### config.mk
export PLATFORM = sky130hd
export DESIGN_NAME = mem_port_arbiter_flat
export DESIGN_NICKNAME = d
export VERILOG_FILES = /design/src/rtl/mem_port_arbiter_pkg.sv /design/src/rtl/mem_port_arbiter_if.sv /design/src/rtl/mem_arb_starve_ctr.sv /design/src/rtl/mem_port_arbiter.sv /design/src/flat_wrapper.sv
export SDC_FILE = /design/constraint.sdc
export NUM_CORES = 1
export LEC_CHECK = 0
export ABC_AREA = 1
export BUFFER_PORTS_ARGS = -buffer_cell sky130_fd_sc_hd__buf_4
export CORE_MARGIN = 2
export CORE_UTILIZATION = 45
export DETAILED_ROUTE_END_ITERATION = 10
export PLACE_DENSITY = 0.8
export SETUP_SLACK_MARGIN = 0.4
export SYNTH_ARGS = -nofsm -noshare
export SYNTH_HDL_FRONTEND = slang
export SYNTH_SLANG_ARGS = --single-unit
### constraint.sdc
create_clock -name clk -period 10 [get_ports clk]
set_clock_uncertainty 0.1 [all_clocks]
set_input_delay 1.5 -clock clk [delete_from_list [all_inputs] [get_ports clk]]
set_output_delay 1.5 -clock clk [all_outputs]
set_load 0.01 [all_outputs]
### src/rtl/mem_port_arbiter_pkg.sv
// Shared types and constants for the fetch / load-store memory port arbiter.
package mem_port_arbiter_pkg;

  localparam int unsigned FUNCT_W = 3;
  localparam logic [FUNCT_W-1:0] FUNCT_WORD = 3'b010;

  typedef enum logic [1:0] {
    ST_IDLE    = 2'd0,
    ST_BUSY_IF = 2'd1,
    ST_BUSY_LS = 2'd2
  } arb_state_e;

  typedef enum logic {
    OWNER_IF = 1'b0,
    OWNER_LS = 1'b1
  } owner_e;

endpackage

### src/rtl/mem_port_arbiter_if.sv
// Requester and memory-side signals of the arbiter; slave = arbiter view, master = environment view.
interface mem_port_arbiter_if #(
  parameter int unsigned ADDR_W = 32,
  parameter int unsigned DATA_W = 32
);
  import mem_port_arbiter_pkg::*;

  logic              if_req;
  logic [ADDR_W-1:0] if_addr;
  logic              if_gnt;
  logic              if_rvalid;
  logic [DATA_W-1:0] if_rdata;

  logic               ls_req;
  logic               ls_we;
  logic [FUNCT_W-1:0] ls_funct;
  logic [ADDR_W-1:0]  ls_addr;
  logic [DATA_W-1:0]  ls_wdata;
  logic               ls_gnt;
  logic               ls_done;
  logic [DATA_W-1:0]  ls_rdata;

  logic               mem_req;
  logic               mem_we;
  logic [FUNCT_W-1:0] mem_funct;
  logic [ADDR_W-1:0]  mem_addr;
  logic [DATA_W-1:0]  mem_wdata;
  logic               mem_ack;
  logic [DATA_W-1:0]  mem_rdata;

  logic busy;
  logic err_spurious;

  modport slave (
    input  if_req, if_addr,
    output if_gnt, if_rvalid, if_rdata,
    input  ls_req, ls_we, ls_funct, ls_addr, ls_wdata,
    output ls_gnt, ls_done, ls_rdata,
    output mem_req, mem_we, mem_funct, mem_addr, mem_wdata,
    input  mem_ack, mem_rdata,
    output busy, err_spurious
  );

  modport master (
    output if_req, if_addr,
    input  if_gnt, if_rvalid, if_rdata,
    output ls_req, ls_we, ls_funct, ls_addr, ls_wdata,
    input  ls_gnt, ls_done, ls_rdata,
    input  mem_req, mem_we, mem_funct, mem_addr, mem_wdata,
    output mem_ack, mem_rdata,
    input  busy, err_spurious
  );

endinterface

### src/rtl/mem_arb_starve_ctr.sv
// Counts load/store wins over a waiting fetch; at_limit hands the next contested grant to fetch.
module mem_arb_starve_ctr #(
  parameter int unsigned LIMIT = 4
) (
  input  logic clk,
  input  logic reset,
  input  logic grant_if,
  input  logic grant_ls,
  input  logic if_req,
  output logic at_limit
);

  localparam int unsigned CNT_W = $clog2(LIMIT + 1);

  logic [CNT_W-1:0] cnt;
  logic [CNT_W-1:0] cnt_nxt;

  // Saturating increment when fetch loses; any fetch grant or uncontested grant clears.
  always_comb begin
    cnt_nxt = cnt;
    if (grant_if || (grant_ls && !if_req)) begin
      cnt_nxt = '0;
    end else if (grant_ls && (cnt != CNT_W'(LIMIT))) begin
      cnt_nxt = cnt + CNT_W'(1);
    end
  end

  // Count and its limit flag are both held in flops so the grant path sees a registered bit.
  always_ff @(posedge clk or posedge reset) begin
    if (reset) begin
      cnt      <= '0;
      at_limit <= (LIMIT == 0);
    end else begin
      cnt      <= cnt_nxt;
      at_limit <= (cnt_nxt == CNT_W'(LIMIT));
    end
  end

endmodule

### src/rtl/mem_port_arbiter.sv
// Arbitrates instruction fetch and load/store onto one blocking memory port.
module mem_port_arbiter
  import mem_port_arbiter_pkg::*;
#(
  parameter int unsigned ADDR_W       = 32,
  parameter int unsigned DATA_W       = 32,
  parameter int unsigned STARVE_LIMIT = 4
) (
  input  logic clk,
  input  logic reset,
  mem_port_arbiter_if.slave bus
);

  arb_state_e state;
  owner_e     gnt_owner;
  logic       gnt_any;
  logic       grant_if;
  logic       grant_ls;
  logic       starve_hit;

  logic               mem_req_q;
  logic               mem_we_q;
  logic [FUNCT_W-1:0] mem_funct_q;
  logic [ADDR_W-1:0]  mem_addr_q;
  logic [DATA_W-1:0]  mem_wdata_q;
  logic               busy_q;
  logic               if_rvalid_q;
  logic [DATA_W-1:0]  if_rdata_q;
  logic               ls_done_q;
  logic [DATA_W-1:0]  ls_rdata_q;
  logic               err_q;

  // Same-cycle grant decision: load/store wins unless fetch has been starved long enough.
  always_comb begin
    gnt_any   = (state == ST_IDLE) && (bus.if_req || bus.ls_req);
    gnt_owner = OWNER_LS;
    if (bus.if_req && (!bus.ls_req || starve_hit)) begin
      gnt_owner = OWNER_IF;
    end
    grant_if = gnt_any && (gnt_owner == OWNER_IF);
    grant_ls = gnt_any && (gnt_owner == OWNER_LS);
  end

  mem_arb_starve_ctr #(
    .LIMIT (STARVE_LIMIT)
  ) u_starve (
    .clk      (clk),
    .reset    (reset),
    .grant_if (grant_if),
    .grant_ls (grant_ls),
    .if_req   (bus.if_req),
    .at_limit (starve_hit)
  );

  // Arbiter FSM: latch the granted payload, hold the port until ack, return data one cycle later.
  always_ff @(posedge clk or posedge reset) begin
    if (reset) begin
      state       <= ST_IDLE;
      mem_req_q   <= 1'b0;
      mem_we_q    <= 1'b0;
      mem_funct_q <= '0;
      mem_addr_q  <= '0;
      mem_wdata_q <= '0;
      busy_q      <= 1'b0;
      if_rvalid_q <= 1'b0;
      if_rdata_q  <= '0;
      ls_done_q   <= 1'b0;
      ls_rdata_q  <= '0;
      err_q       <= 1'b0;
    end else begin
      if_rvalid_q <= 1'b0;
      ls_done_q   <= 1'b0;
      case (state)
        ST_IDLE: begin
          if (bus.mem_ack) begin
            err_q <= 1'b1;
          end
          if (gnt_any) begin
            mem_req_q <= 1'b1;
            busy_q    <= 1'b1;
            if (gnt_owner == OWNER_IF) begin
              mem_we_q    <= 1'b0;
              mem_funct_q <= FUNCT_WORD;
              mem_addr_q  <= bus.if_addr;
              mem_wdata_q <= '0;
              state       <= ST_BUSY_IF;
            end else begin
              mem_we_q    <= bus.ls_we;
              mem_funct_q <= bus.ls_funct;
              mem_addr_q  <= bus.ls_addr;
              mem_wdata_q <= bus.ls_wdata;
              state       <= ST_BUSY_LS;
            end
          end
        end
        ST_BUSY_IF: begin
          if (bus.mem_ack) begin
            if_rdata_q  <= bus.mem_rdata;
            if_rvalid_q <= 1'b1;
            mem_req_q   <= 1'b0;
            busy_q      <= 1'b0;
            state       <= ST_IDLE;
          end
        end
        ST_BUSY_LS: begin
          if (bus.mem_ack) begin
            // Stores leave the previous load result visible.
            if (!mem_we_q) begin
              ls_rdata_q <= bus.mem_rdata;
            end
            ls_done_q <= 1'b1;
            mem_req_q <= 1'b0;
            busy_q    <= 1'b0;
            state     <= ST_IDLE;
          end
        end
        default: begin
          mem_req_q <= 1'b0;
          busy_q    <= 1'b0;
          state     <= ST_IDLE;
        end
      endcase
    end
  end

  assign bus.if_gnt       = grant_if;
  assign bus.ls_gnt       = grant_ls;
  assign bus.mem_req      = mem_req_q;
  assign bus.mem_we       = mem_we_q;
  assign bus.mem_funct    = mem_funct_q;
  assign bus.mem_addr     = mem_addr_q;
  assign bus.mem_wdata    = mem_wdata_q;
  assign bus.busy         = busy_q;
  assign bus.if_rvalid    = if_rvalid_q;
  assign bus.if_rdata     = if_rdata_q;
  assign bus.ls_done      = ls_done_q;
  assign bus.ls_rdata     = ls_rdata_q;
  assign bus.err_spurious = err_q;

endmodule

### src/flat_wrapper.sv
// flat-port wrapper written by rule: the top's interface ports become plain ports
module mem_port_arbiter_flat import mem_port_arbiter_pkg::*;
#(
  parameter int unsigned ADDR_W       = 32,
  parameter int unsigned DATA_W       = 32,
  parameter int unsigned STARVE_LIMIT = 4
)
  (clk, reset, bus_if_req, bus_if_addr, bus_if_gnt, bus_if_rvalid, bus_if_rdata, bus_ls_req, bus_ls_we, bus_ls_funct, bus_ls_addr, bus_ls_wdata, bus_ls_gnt, bus_ls_done, bus_ls_rdata, bus_mem_req, bus_mem_we, bus_mem_funct, bus_mem_addr, bus_mem_wdata, bus_mem_ack, bus_mem_rdata, bus_busy, bus_err_spurious);
  mem_port_arbiter_if #(.ADDR_W(ADDR_W), .DATA_W(DATA_W)) bus_i ();
  input  logic clk;
  input  logic reset;
  input wire logic [$bits(bus_i.if_req)-1:0] bus_if_req;
  input wire logic [$bits(bus_i.if_addr)-1:0] bus_if_addr;
  output wire logic [$bits(bus_i.if_gnt)-1:0] bus_if_gnt;
  output wire logic [$bits(bus_i.if_rvalid)-1:0] bus_if_rvalid;
  output wire logic [$bits(bus_i.if_rdata)-1:0] bus_if_rdata;
  input wire logic [$bits(bus_i.ls_req)-1:0] bus_ls_req;
  input wire logic [$bits(bus_i.ls_we)-1:0] bus_ls_we;
  input wire logic [$bits(bus_i.ls_funct)-1:0] bus_ls_funct;
  input wire logic [$bits(bus_i.ls_addr)-1:0] bus_ls_addr;
  input wire logic [$bits(bus_i.ls_wdata)-1:0] bus_ls_wdata;
  output wire logic [$bits(bus_i.ls_gnt)-1:0] bus_ls_gnt;
  output wire logic [$bits(bus_i.ls_done)-1:0] bus_ls_done;
  output wire logic [$bits(bus_i.ls_rdata)-1:0] bus_ls_rdata;
  output wire logic [$bits(bus_i.mem_req)-1:0] bus_mem_req;
  output wire logic [$bits(bus_i.mem_we)-1:0] bus_mem_we;
  output wire logic [$bits(bus_i.mem_funct)-1:0] bus_mem_funct;
  output wire logic [$bits(bus_i.mem_addr)-1:0] bus_mem_addr;
  output wire logic [$bits(bus_i.mem_wdata)-1:0] bus_mem_wdata;
  input wire logic [$bits(bus_i.mem_ack)-1:0] bus_mem_ack;
  input wire logic [$bits(bus_i.mem_rdata)-1:0] bus_mem_rdata;
  output wire logic [$bits(bus_i.busy)-1:0] bus_busy;
  output wire logic [$bits(bus_i.err_spurious)-1:0] bus_err_spurious;
  assign bus_i.if_req = bus_if_req;
  assign bus_i.if_addr = bus_if_addr;
  assign bus_if_gnt = bus_i.if_gnt;
  assign bus_if_rvalid = bus_i.if_rvalid;
  assign bus_if_rdata = bus_i.if_rdata;
  assign bus_i.ls_req = bus_ls_req;
  assign bus_i.ls_we = bus_ls_we;
  assign bus_i.ls_funct = bus_ls_funct;
  assign bus_i.ls_addr = bus_ls_addr;
  assign bus_i.ls_wdata = bus_ls_wdata;
  assign bus_ls_gnt = bus_i.ls_gnt;
  assign bus_ls_done = bus_i.ls_done;
  assign bus_ls_rdata = bus_i.ls_rdata;
  assign bus_mem_req = bus_i.mem_req;
  assign bus_mem_we = bus_i.mem_we;
  assign bus_mem_funct = bus_i.mem_funct;
  assign bus_mem_addr = bus_i.mem_addr;
  assign bus_mem_wdata = bus_i.mem_wdata;
  assign bus_i.mem_ack = bus_mem_ack;
  assign bus_i.mem_rdata = bus_mem_rdata;
  assign bus_busy = bus_i.busy;
  assign bus_err_spurious = bus_i.err_spurious;
  mem_port_arbiter #(.ADDR_W(ADDR_W), .DATA_W(DATA_W), .STARVE_LIMIT(STARVE_LIMIT)) u_core (.clk(clk), .reset(reset), .bus(bus_i));
endmodule
==> results of run 1 <==
[state kept, by name, indices dropped and copies added, names as in the netlist]
| name | flops |
|---|---|
| u_core.bus.busy | 1 |
| u_core.bus.err_spurious | 1 |
| u_core.bus.if_rdata | 32 |
| u_core.bus.if_rvalid | 1 |
| u_core.bus.ls_done | 1 |
| u_core.bus.ls_rdata | 32 |
| u_core.bus.mem_addr | 32 |
| u_core.bus.mem_funct | 3 |
| u_core.bus.mem_wdata | 32 |
| u_core.bus.mem_we | 1 |
| u_core.state | 2 |
| u_core.u_starve.at_limit | 1 |
| u_core.u_starve.cnt | 3 |
[kinds of logic (layout without fill, tap and decap cells)]
family          after synthesis  after routing  share of synthesized area (%)
fa+ha+maj                     5              5                           1.13
compound gates              126            126                           13.9
xor+xnor                      1              1                          0.158
buf+inv                      84            361                           6.24
simple gates                199            199                           14.4
flops                       142            142                           64.2
[cell usage after synthesis]
cell type	n
nand2_1	156
dfrtp_1	142
o21ai_0	84
inv_1	49
a22o_1	34
nand3_1	26
clkbuf_1	14
nor2_1	13
buf_2	12
ha_1	5
buf_4	4
inv_2	3
buf_1	2
o21ai_1	2
o22ai_1	2
a21o_1	1
a21oi_1	1
nand2_2	1
nand4_1	1
nor2_2	1
nor2_4	1
o21ai_2	1
o22a_1	1
xnor2_1	1
[power by group through the flow]
stage	Clock, mW	Sequential (mW)	Combinational (mW)
after global routing	0.723	1.02	1.20
after CTS	0.695	0.995	1.10
after detailed placement	0	0.995	1.09
final	0.685	0.997	1.08
after global placement	0	0.985	1.06
after floorplan	0	1.09	0.412
[final cells by class]
cell class / count / area share [%]
flip-flops and latches: 142 / 42.7
repair buffers: 278 / 25.1
multi-input cells: 331 / 19.8
clock buffers: 21 / 5.53
inverters: 52 / 2.41
clock inverters: 10 / 2.23
well taps: 147 / 2.21
[routing by layer]
metal  wire length (um)  global-route usage, %  part of all wire (%)
met1               6230                   29.7                    38
met2               8100                   42.0                    50
met3               1500                   8.49                   9.2
met4                399                   9.48                   2.5
met5                  0                      0                     0
[how the worst max path moves through the flow]
| stage | slack [ns] | endpoint | start |
|---|---|---|---|
| 2_1_floorplan | 4.59 | u_core.bus.busy$_DFFE_PP0P_ | reset |
| 3_3_place_gp | 5.68 | bus_if_gnt | bus_ls_req |
| 3_5_place_dp | 5.62 | bus_if_gnt | bus_ls_req |
| 4_1_cts | 5.62 | bus_if_gnt | bus_ls_req |
| 5_1_grt | 5.47 | bus_if_gnt | bus_ls_req |
| 6_report | 5.60 | bus_if_gnt | bus_ls_req |
[worst max-delay path: cells and delay by family]
kind | cells | cell delay [ns]
AND/OR/NAND/NOR | 3 | 0.35
buffers and inverters | 4 | 0.93
[cells in the final DEF, fill, tap and decap left out, drive strengths merged]
cell type and n:
buf 278, nand2 157, dfrtp 142, o21ai 87, inv 53, a22o 34, nand3 26, clkbuf 21
nor2 15, ha 5, bufinv 5, clkinv 3, o22ai 2, nand4 1, xnor2 1, a21oi 1
o22a 1, a21o 1, clkinvlp 1
==> flow_metrics.tcl, run 1 <==
set metrics [dict create \
    dieArea_mm2 0.0132 \
    combinationalPowerShare_pct 39.2 \
    syn_avg_cell_area_um2 9.94 \
    drv_slew 0 \
    slowest_delay_ns 0.34 \
    synth_nets 699 \
    grt_max_degree 75 \
    clock_latency_ns 0.41 \
    finalHoldViolCount 0 \
    cap_violations 0 \
    setup_viol 0 \
    arrival_ns 2.80 \
    hp-class "flop to flop" \
    yosysUniqueCellTypes 24 \
    start_kind "input port" \
    nFillCells 887 \
    r2r_start "u_core.state[0]$_DFFE_PP0P_" \
    synth_seq_cells 142 \
    yosysWarnings 0 \
    post_cts.repair.setup_buffers 0 \
    fmax_ghz 0.227 \
    die_height_um 115 \
    worstPathRequired_ns 8.40 \
    track_usage_pct 24.9 \
    dp_slack_ns 5.62 \
    post_cts_resized 0 \
    instances_no_fill 981 \
    netlist_area_mm2 0.00554 \
    cts.path.max_buffers 2 \
    period_share_pct 44.0 \
    finalCriticalPeriod_ns 4.40 \
    netlist_top_cells_area "dfrtp_1 (64%), nand2_1 (11%), o21ai_0 (7.6%)" \
    p_per_area_mw_per_mm2 332 \
    post-place-cells 950 \
    first_pass_iters 4 \
    finalWorstSetupSlack_ns 5.60 \
    num_rows 40 \
    path_clk_slew_ns 0.05 \
    p_leak_nw 4.47 \
    cts_tree "built" \
    power_mw 2.77 \
    drt_iter0_drc 395 \
    wl_per_cell_um 16.5 \
    whs_ns 0.365 \
    path_class "input port to primary output" \
    tns_ns 0 \
    htreeDepth 4 \
    drc 0 \
    synth_top_area_share_pct 64.2 \
    insertedDiodeCount 0 \
    power.share.sequential_pct 36.0 \
    timing.rr.end "u_core.u_starve.at_limit$_DFF_PP0_" \
    p_sw_share_pct 34.6 \
    hpwl_um 11600 \
    syn_inst 557 \
    hold_path_startpoint "u_core.bus.err_spurious$_DFFE_PP0P_" \
    design_area_mm2 0.00832 \
    grt_pass1_wl_um 25000 \
    drive_gt1_share_pct 38.0 \
    ir_drop_mv 0.174 \
    end_kind "primary output" \
    ant_nets 0 \
    root_buffer "clkbuf_16" \
    outcome "finished clean" \
    io_pins 276 \
    seq_area_frac_synth_pct 64.2 \
    antenna_found_initial 0 \
    place.gp.congestion 0.834 \
    r2r_cells 9 \
    core_mm2 0.0120 \
    routed_wl_um 16200 \
    clkSinkCount 142 \
    r2r_slack_ns 7.73 \
    post_dp_cell_area_mm2 0.00767 \
    worst_pin_slew_ns 1.00 \
    grt_setup_unrepaired "no" \
    multi_input_comb_area_mm2 0.00165 \
    area_growth_pct 50.3 \
    hold-path-cell-count 1 \
    vias 4984 \
    grt_pass1_vias 4871 \
    overflow 0 \
    layout.nets 964 \
    slew-limit-headroom_pct 33.1 \
    io_buffers 275 \
    path_cells "buf_4, nand2_1, nand2_2, inv_2, nand2_1, inv_2, buf_4" \
    critical-path-slowest-cell "inv_2" \
    crit_fanout 24 \
    clkPwrFrac_pct 24.8 \
    intPower_mw 1.81 \
    synth_top_cell_by_area "dfrtp_1" \
    min_to "u_core.bus.err_spurious$_DFFE_PP0P_" \
    cts_buffers 17 \
    via_per_inst 5.08 \
    final_util_pct 69.3 \
    register_area_mm2 0.00355 \
    switchingPower_uw 957 \
    hold_buffers 0 \
    die_x_um 115 \
    start_util_pct 46.1 \
]
Power figures use the tool's default switching activity.
==> inputs of run 2 (changes only) <==
- clock period: 10 -> 4.3 ns (I/O delays scaled with it)
==> run 2 against run 1 <==
Worst setup slack lost 3.9 ns. Total power grew 130%. Hold slack lost 0.16 ns. First-iteration DRC count shrank 12%. Sequential share of layout area is essentially flat. Core utilization is essentially flat. Wire length shrank 2.4%. Clock power grew 120%. Critical path depth shrank 2. Sequential cell count is the same. Non-clock buffer count grew 1. Via count shrank 0.16%. Largest power group unchanged.
==> flow_metrics.tcl, run 2 (same netlist as run 1, synthesis figures left out) <==
set metrics [dict create \
    via_per_inst 5.06 \
    area_growth_pct 50.3 \
    overflow 0 \
    place.gp.congestion 0.828 \
    cap_violations 0 \
    highest_layer "met4" \
    arrival_ns 1.90 \
    power.share.sequential_pct 36.4 \
    clkPwrFrac_pct 24.0 \
    dieArea_mm2 0.0132 \
    ant_nets 0 \
    drt_iter0_drc 346 \
    path_cells "inv_1, ha_1, nand2_1, inv_2, buf_4" \
    worst_pin_slew_ns 1.01 \
    combinationalPowerShare_pct 39.5 \
    cts_buffers 17 \
    layout.nets 965 \
    htreeDepth 4 \
    grt_pass1_wl_um 24000 \
    fmax_ghz 0.378 \
    slew-limit-headroom_pct 32.4 \
    cts.path.max_buffers 2 \
    hold_buffers 0 \
    wl_met2_um 7900 \
    setup_viol 0 \
    post_cts.repair.setup_buffers 0 \
    p_sw_share_pct 34.8 \
    slowest_delay_ns 0.38 \
    layout_common_cells "buf_4 (278), nand2_1 (154), dfrtp_1 (142)" \
    period_share_pct 61.5 \
    die_height_um 115 \
    critical-path-slowest-cell "dfrtp_1" \
    hpwl_um 11500 \
    hp-class "input port to async pin" \
    switchingPower_mw 2.21 \
    r2r_cells 9 \
    design_area_mm2 0.00832 \
    tns_ns 0 \
    cts_tree "built" \
    r2r_slack_ns 2.05 \
    critPathLaunch "u_core.state[0]$_DFFE_PP0P_" \
    grt_max_degree 71 \
    root_buffer "clkbuf_16" \
    io_pins 276 \
    cp-endpoint "bus_if_gnt" \
    route.met3.wl_um 1320 \
    finalCriticalPeriod_ns 2.64 \
    post_cts_resized 0 \
    post_dp_cell_area_mm2 0.00769 \
    vias 4976 \
    ir_drop_mv 0.394 \
    die_x_um 115 \
    path_class "flop to primary output" \
    io_buffers 275 \
    nFillCells 892 \
    core_mm2 0.0120 \
    insertedDiodeCount 0 \
    grt_pass1_vias 4823 \
    num_rows 40 \
    crit_fanout 24 \
    first_pass_iters 4 \
    p_leak_nw 4.46 \
    intPower_mw 4.14 \
    antenna_found_initial 0 \
    start_util_pct 46.1 \
    worstPathRequired_ns 3.56 \
    clock_latency_ns 0.42 \
    end_kind "primary output" \
    p_per_area_mw_per_mm2 763 \
    timing.rr.end "u_core.u_starve.at_limit$_DFF_PP0_" \
    clkSinkCount 142 \
    drc 0 \
    drt-met1-wl_um 6310 \
    drive_gt1_share_pct 38.3 \
    finalHoldViolCount 0 \
    outcome "finished clean" \
    start_kind "flop" \
    routed_wl_um 15800 \
    post-place-cells 951 \
    instances_no_fill 983 \
    path_clk_slew_ns 0.06 \
    wl_per_cell_um 16.1 \
    r2r_start "u_core.state[0]$_DFFE_PP0P_" \
    layout_commonest_cell "buf_4" \
    grt_setup_unrepaired "no" \
    track_usage_pct 23.7 \
    drv_slew 0 \
]
[run 2: changes by cell type in the layout (fill, tap and decap cells not counted)]
cell | previous run | this run
clkbuf_8 | 2 | 5
bufinv_16 | 5 | 3
inv_6 | 2 | 0
clkinvlp_4 | 1 | 4
buf_12 | 0 | 1
clkbuf_1 | 2 | 1
[run 2: worst min-delay path by stage]
stage / cells after the start / to / startpoint / slack (ns)
floorplan: 1 / u_core.bus.err_spurious$_DFFE_PP0P_ / u_core.bus.err_spurious$_DFFE_PP0P_ / 0.39
global placement: 1 / u_core.bus.err_spurious$_DFFE_PP0P_ / u_core.bus.err_spurious$_DFFE_PP0P_ / 0.35
detailed placement: 1 / u_core.bus.err_spurious$_DFFE_PP0P_ / u_core.bus.err_spurious$_DFFE_PP0P_ / 0.35
CTS: 2 / u_core.bus.mem_addr[29]$_DFFE_PP0P_ / reset / 0.21
global route: 2 / u_core.bus.mem_addr[29]$_DFFE_PP0P_ / reset / 0.26
finish: 2 / u_core.bus.mem_addr[29]$_DFFE_PP0P_ / reset / 0.21
[run 2: per-stage QoR]
stage / util [%] / worst slack (ns) / power (mW) / hold slack [ns]
finish: 69.3 / 1.66 / 6.35 / 0.207
global route: 69.3 / 1.52 / 6.74 / 0.264
CTS: 69.3 / 1.61 / 6.40 / 0.206
detailed placement: 64.0 / 1.66 / 4.84 / 0.354
global placement: 64.0 / 1.69 / 4.75 / 0.353
floorplan: - / 1.78 / 3.50 / 0.393
[run 2: critical path, delay by kind of cell, from the launching register on]
kind	cells	cell delay, ns
adder cells (fa/ha/maj)	1	0.36
buffers and inverters	3	0.62
flip-flops	1	0.38
AND/OR/NAND/NOR	1	0.12
[run 2: power by group through the flow]
stage	Sequential [mW]	Clock, mW	Combinational [mW]
after global routing	2.37	1.61	2.75
after floorplan	2.54	0	0.958
final	2.31	1.53	2.51
after global placement	2.29	0	2.46
after detailed placement	2.31	0	2.54
after CTS	2.31	1.55	2.54
[run 2: layout make-up]
cell class	count	area [um2]	area share (%)
multi-input combinational	331	1650	19.8
clock inverter	9	131	1.58
sequential	142	3550	42.7
clock buffer	23	498	5.98
inverter	52	199	2.39
tap	147	184	2.21
timing repair buffer	279	2110	25.3
[run 2: metal layers]
layer,up-vias,global-route usage [%]
li1,2341,-
met1,2375,29.2
met2,237,39.3
met3,23,7.22
met4,0,9.40
met5,-,0
==> inputs of run 3 (changes only) <==
- clock period: 4.3 -> 2.7 ns (I/O delays scaled with it)
==> run 3 against run 2 <==
Wire length grew 3.1%. Sequential cell count unchanged. First-iteration DRC count increased by 16%. Total power rose by 56%. Largest cell class unchanged. Largest power group unchanged.
==> flow_metrics.tcl, run 3 (same netlist as run 1, synthesis figures left out) <==
set metrics [dict create \
    outcome "finished clean" \
    hold_buffers 0 \
    grt_pass1_vias 4964 \
    switchingPower_mw 3.55 \
    fmax_ghz 0.472 \
    hp-class "input port to flop" \
    nFillCells 922 \
    core_mm2 0.0120 \
    drc 0 \
    layout_commonest_cell "buf_4" \
    combinationalPowerShare_pct 40.9 \
    via_per_inst 5.04 \
    track_usage_pct 24.8 \
    end_kind "primary output" \
    grt_max_degree 143 \
    layout_common_cells "buf_4 (279), nand2_1 (154), dfrtp_1 (142)" \
    tns_ns 0 \
    routed_wl_um 16300 \
    area_growth_pct 49.6 \
    intPower_mw 6.38 \
    multi_input_comb_area_mm2 0.00165 \
    ant_nets 0 \
    io_buffers 275 \
    insertedDiodeCount 0 \
    dp_slack_ns 0.558 \
    finalCriticalPeriod_ns 2.12 \
    wl_per_cell_um 16.6 \
    cts_tree "built" \
    crit_fanout 6 \
    p_sw_share_pct 35.7 \
    num_rows 40 \
    die_height_um 115 \
    io_pins 276 \
    worstPathRequired_ns 2.19 \
    arrival_ns 1.61 \
    grt_setup_unrepaired "no" \
    cts.path.max_buffers 2 \
    p_per_area_mw_per_mm2 1200 \
    path_clk_slew_ns 0.06 \
    cap_violations 0 \
    place.gp.congestion 0.798 \
    start_kind "flop" \
    register_area_mm2 0.00355 \
    power.share.sequential_pct 37.1 \
    grt_pass1_wl_um 25000 \
    overflow 0 \
    cts_buffers 17 \
    first_pass_iters 4 \
    period_share_pct 78.5 \
    die_x_um 115 \
    dieArea_mm2 0.0132 \
    layout.nets 967 \
    setup_viol 0 \
    antenna_found_initial 0 \
    p_leak_nw 4.44 \
    hpwl_um 11700 \
    drive_gt1_share_pct 38.5 \
    path_class "flop to primary output" \
    clock_latency_ns 0.41 \
    slew-limit-headroom_pct 31.9 \
    start_util_pct 46.1 \
    finalWorstSetupSlack_ns 0.581 \
    vias 4954 \
    drv_slew 0 \
    htreeDepth 4 \
    clkPwrFrac_pct 22.0 \
    clkSinkCount 142 \
    drt_iter0_drc 401 \
    finalHoldViolCount 0 \
    root_buffer "clkbuf_16" \
    worst_pin_slew_ns 1.02 \
    ir_drop_mv 0.606 \
]
-- run 3: final cells by class --
cell class / count / area share (%)
well taps: 147 / 2.22
repair buffers: 281 / 25.8
clock inverters: 10 / 1.10
flip-flops and latches: 142 / 42.9
clock buffers: 20 / 5.64
multi-input cells: 331 / 19.9
inverters: 52 / 2.40
-- run 3: layer usage --
metal,wire [um],GRT usage [%],vias up
met1,6460,30.0,2346
met2,7910,40.6,238
met4,554,11.8,0
met5,0,0,-
li1,-,-,2344
met3,1390,7.64,26
-- run 3: critical path, cell delays in order, from the launching register on --
cell     delay, ns
dfrtp_1       0.38
inv_1         0.11
ha_2          0.29
o21ai_4       0.09
nor2_4        0.18
buf_4         0.16
-- run 3: stage by stage --
stage / util [%] / power, mW / cells / cell area (um2) / hold WS, ns
finish: 68.9 / 9.93 / 983 / 8280 / 0.0954
global route: 68.9 / 10.6 / 983 / 8280 / 0.0919
CTS: 68.9 / 10.0 / 983 / 8280 / 0.0829
detailed placement: 64.2 / 7.76 / 952 / 7710 / 0.353
global placement: 64.2 / 7.59 / 952 / 7710 / 0.343
floorplan: - / 5.57 / 557 / 5540 / 0.393
-- run 3: repair_timing --
action	CTS	global route
buffers inserted	1	0
cloned	0	0
setup endpoints to repair	1	1
pin swaps	1	0
resized for setup	0	1
hold endpoints to repair	0	0
-- run 3: power by group through the flow --
| stage | clock network, mW | registers, mW | logic (mW) |
|---|---|---|---|
| final | 2.19 | 3.68 | 4.06 |
| after global routing | 2.32 | 3.79 | 4.46 |
| after CTS | 2.22 | 3.68 | 4.11 |
| after detailed placement | 0 | 3.68 | 4.08 |
| after global placement | 0 | 3.66 | 3.93 |
| after floorplan | 0 | 4.04 | 1.53 |
-- run 3: path summary, 6_finish.rpt --
path | cells past startpoint | to | slack [ns] | from
max | 5 | bus_ls_gnt | 0.58 | u_core.state[0]$_DFFE_PP0P_
min | 3 | u_core.bus.mem_addr[3]$_DFFE_PP0P_ | 0.1 | bus_if_addr[3]
max reg2reg | 6 | u_core.bus.ls_rdata[22]$_DFFE_PP0P_ | 0.68 | u_core.state[0]$_DFFE_PP0P_
min reg2reg | 1 | u_core.bus.err_spurious$_DFFE_PP0P_ | 0.37 | u_core.bus.err_spurious$_DFFE_PP0P_
max in group asynchronous | 3 | u_core.bus.mem_addr[18]$_DFFE_PP0P_ | 1.85 | reset
min in group asynchronous | 3 | u_core.bus.mem_addr[29]$_DFFE_PP0P_ | 0.14 | reset
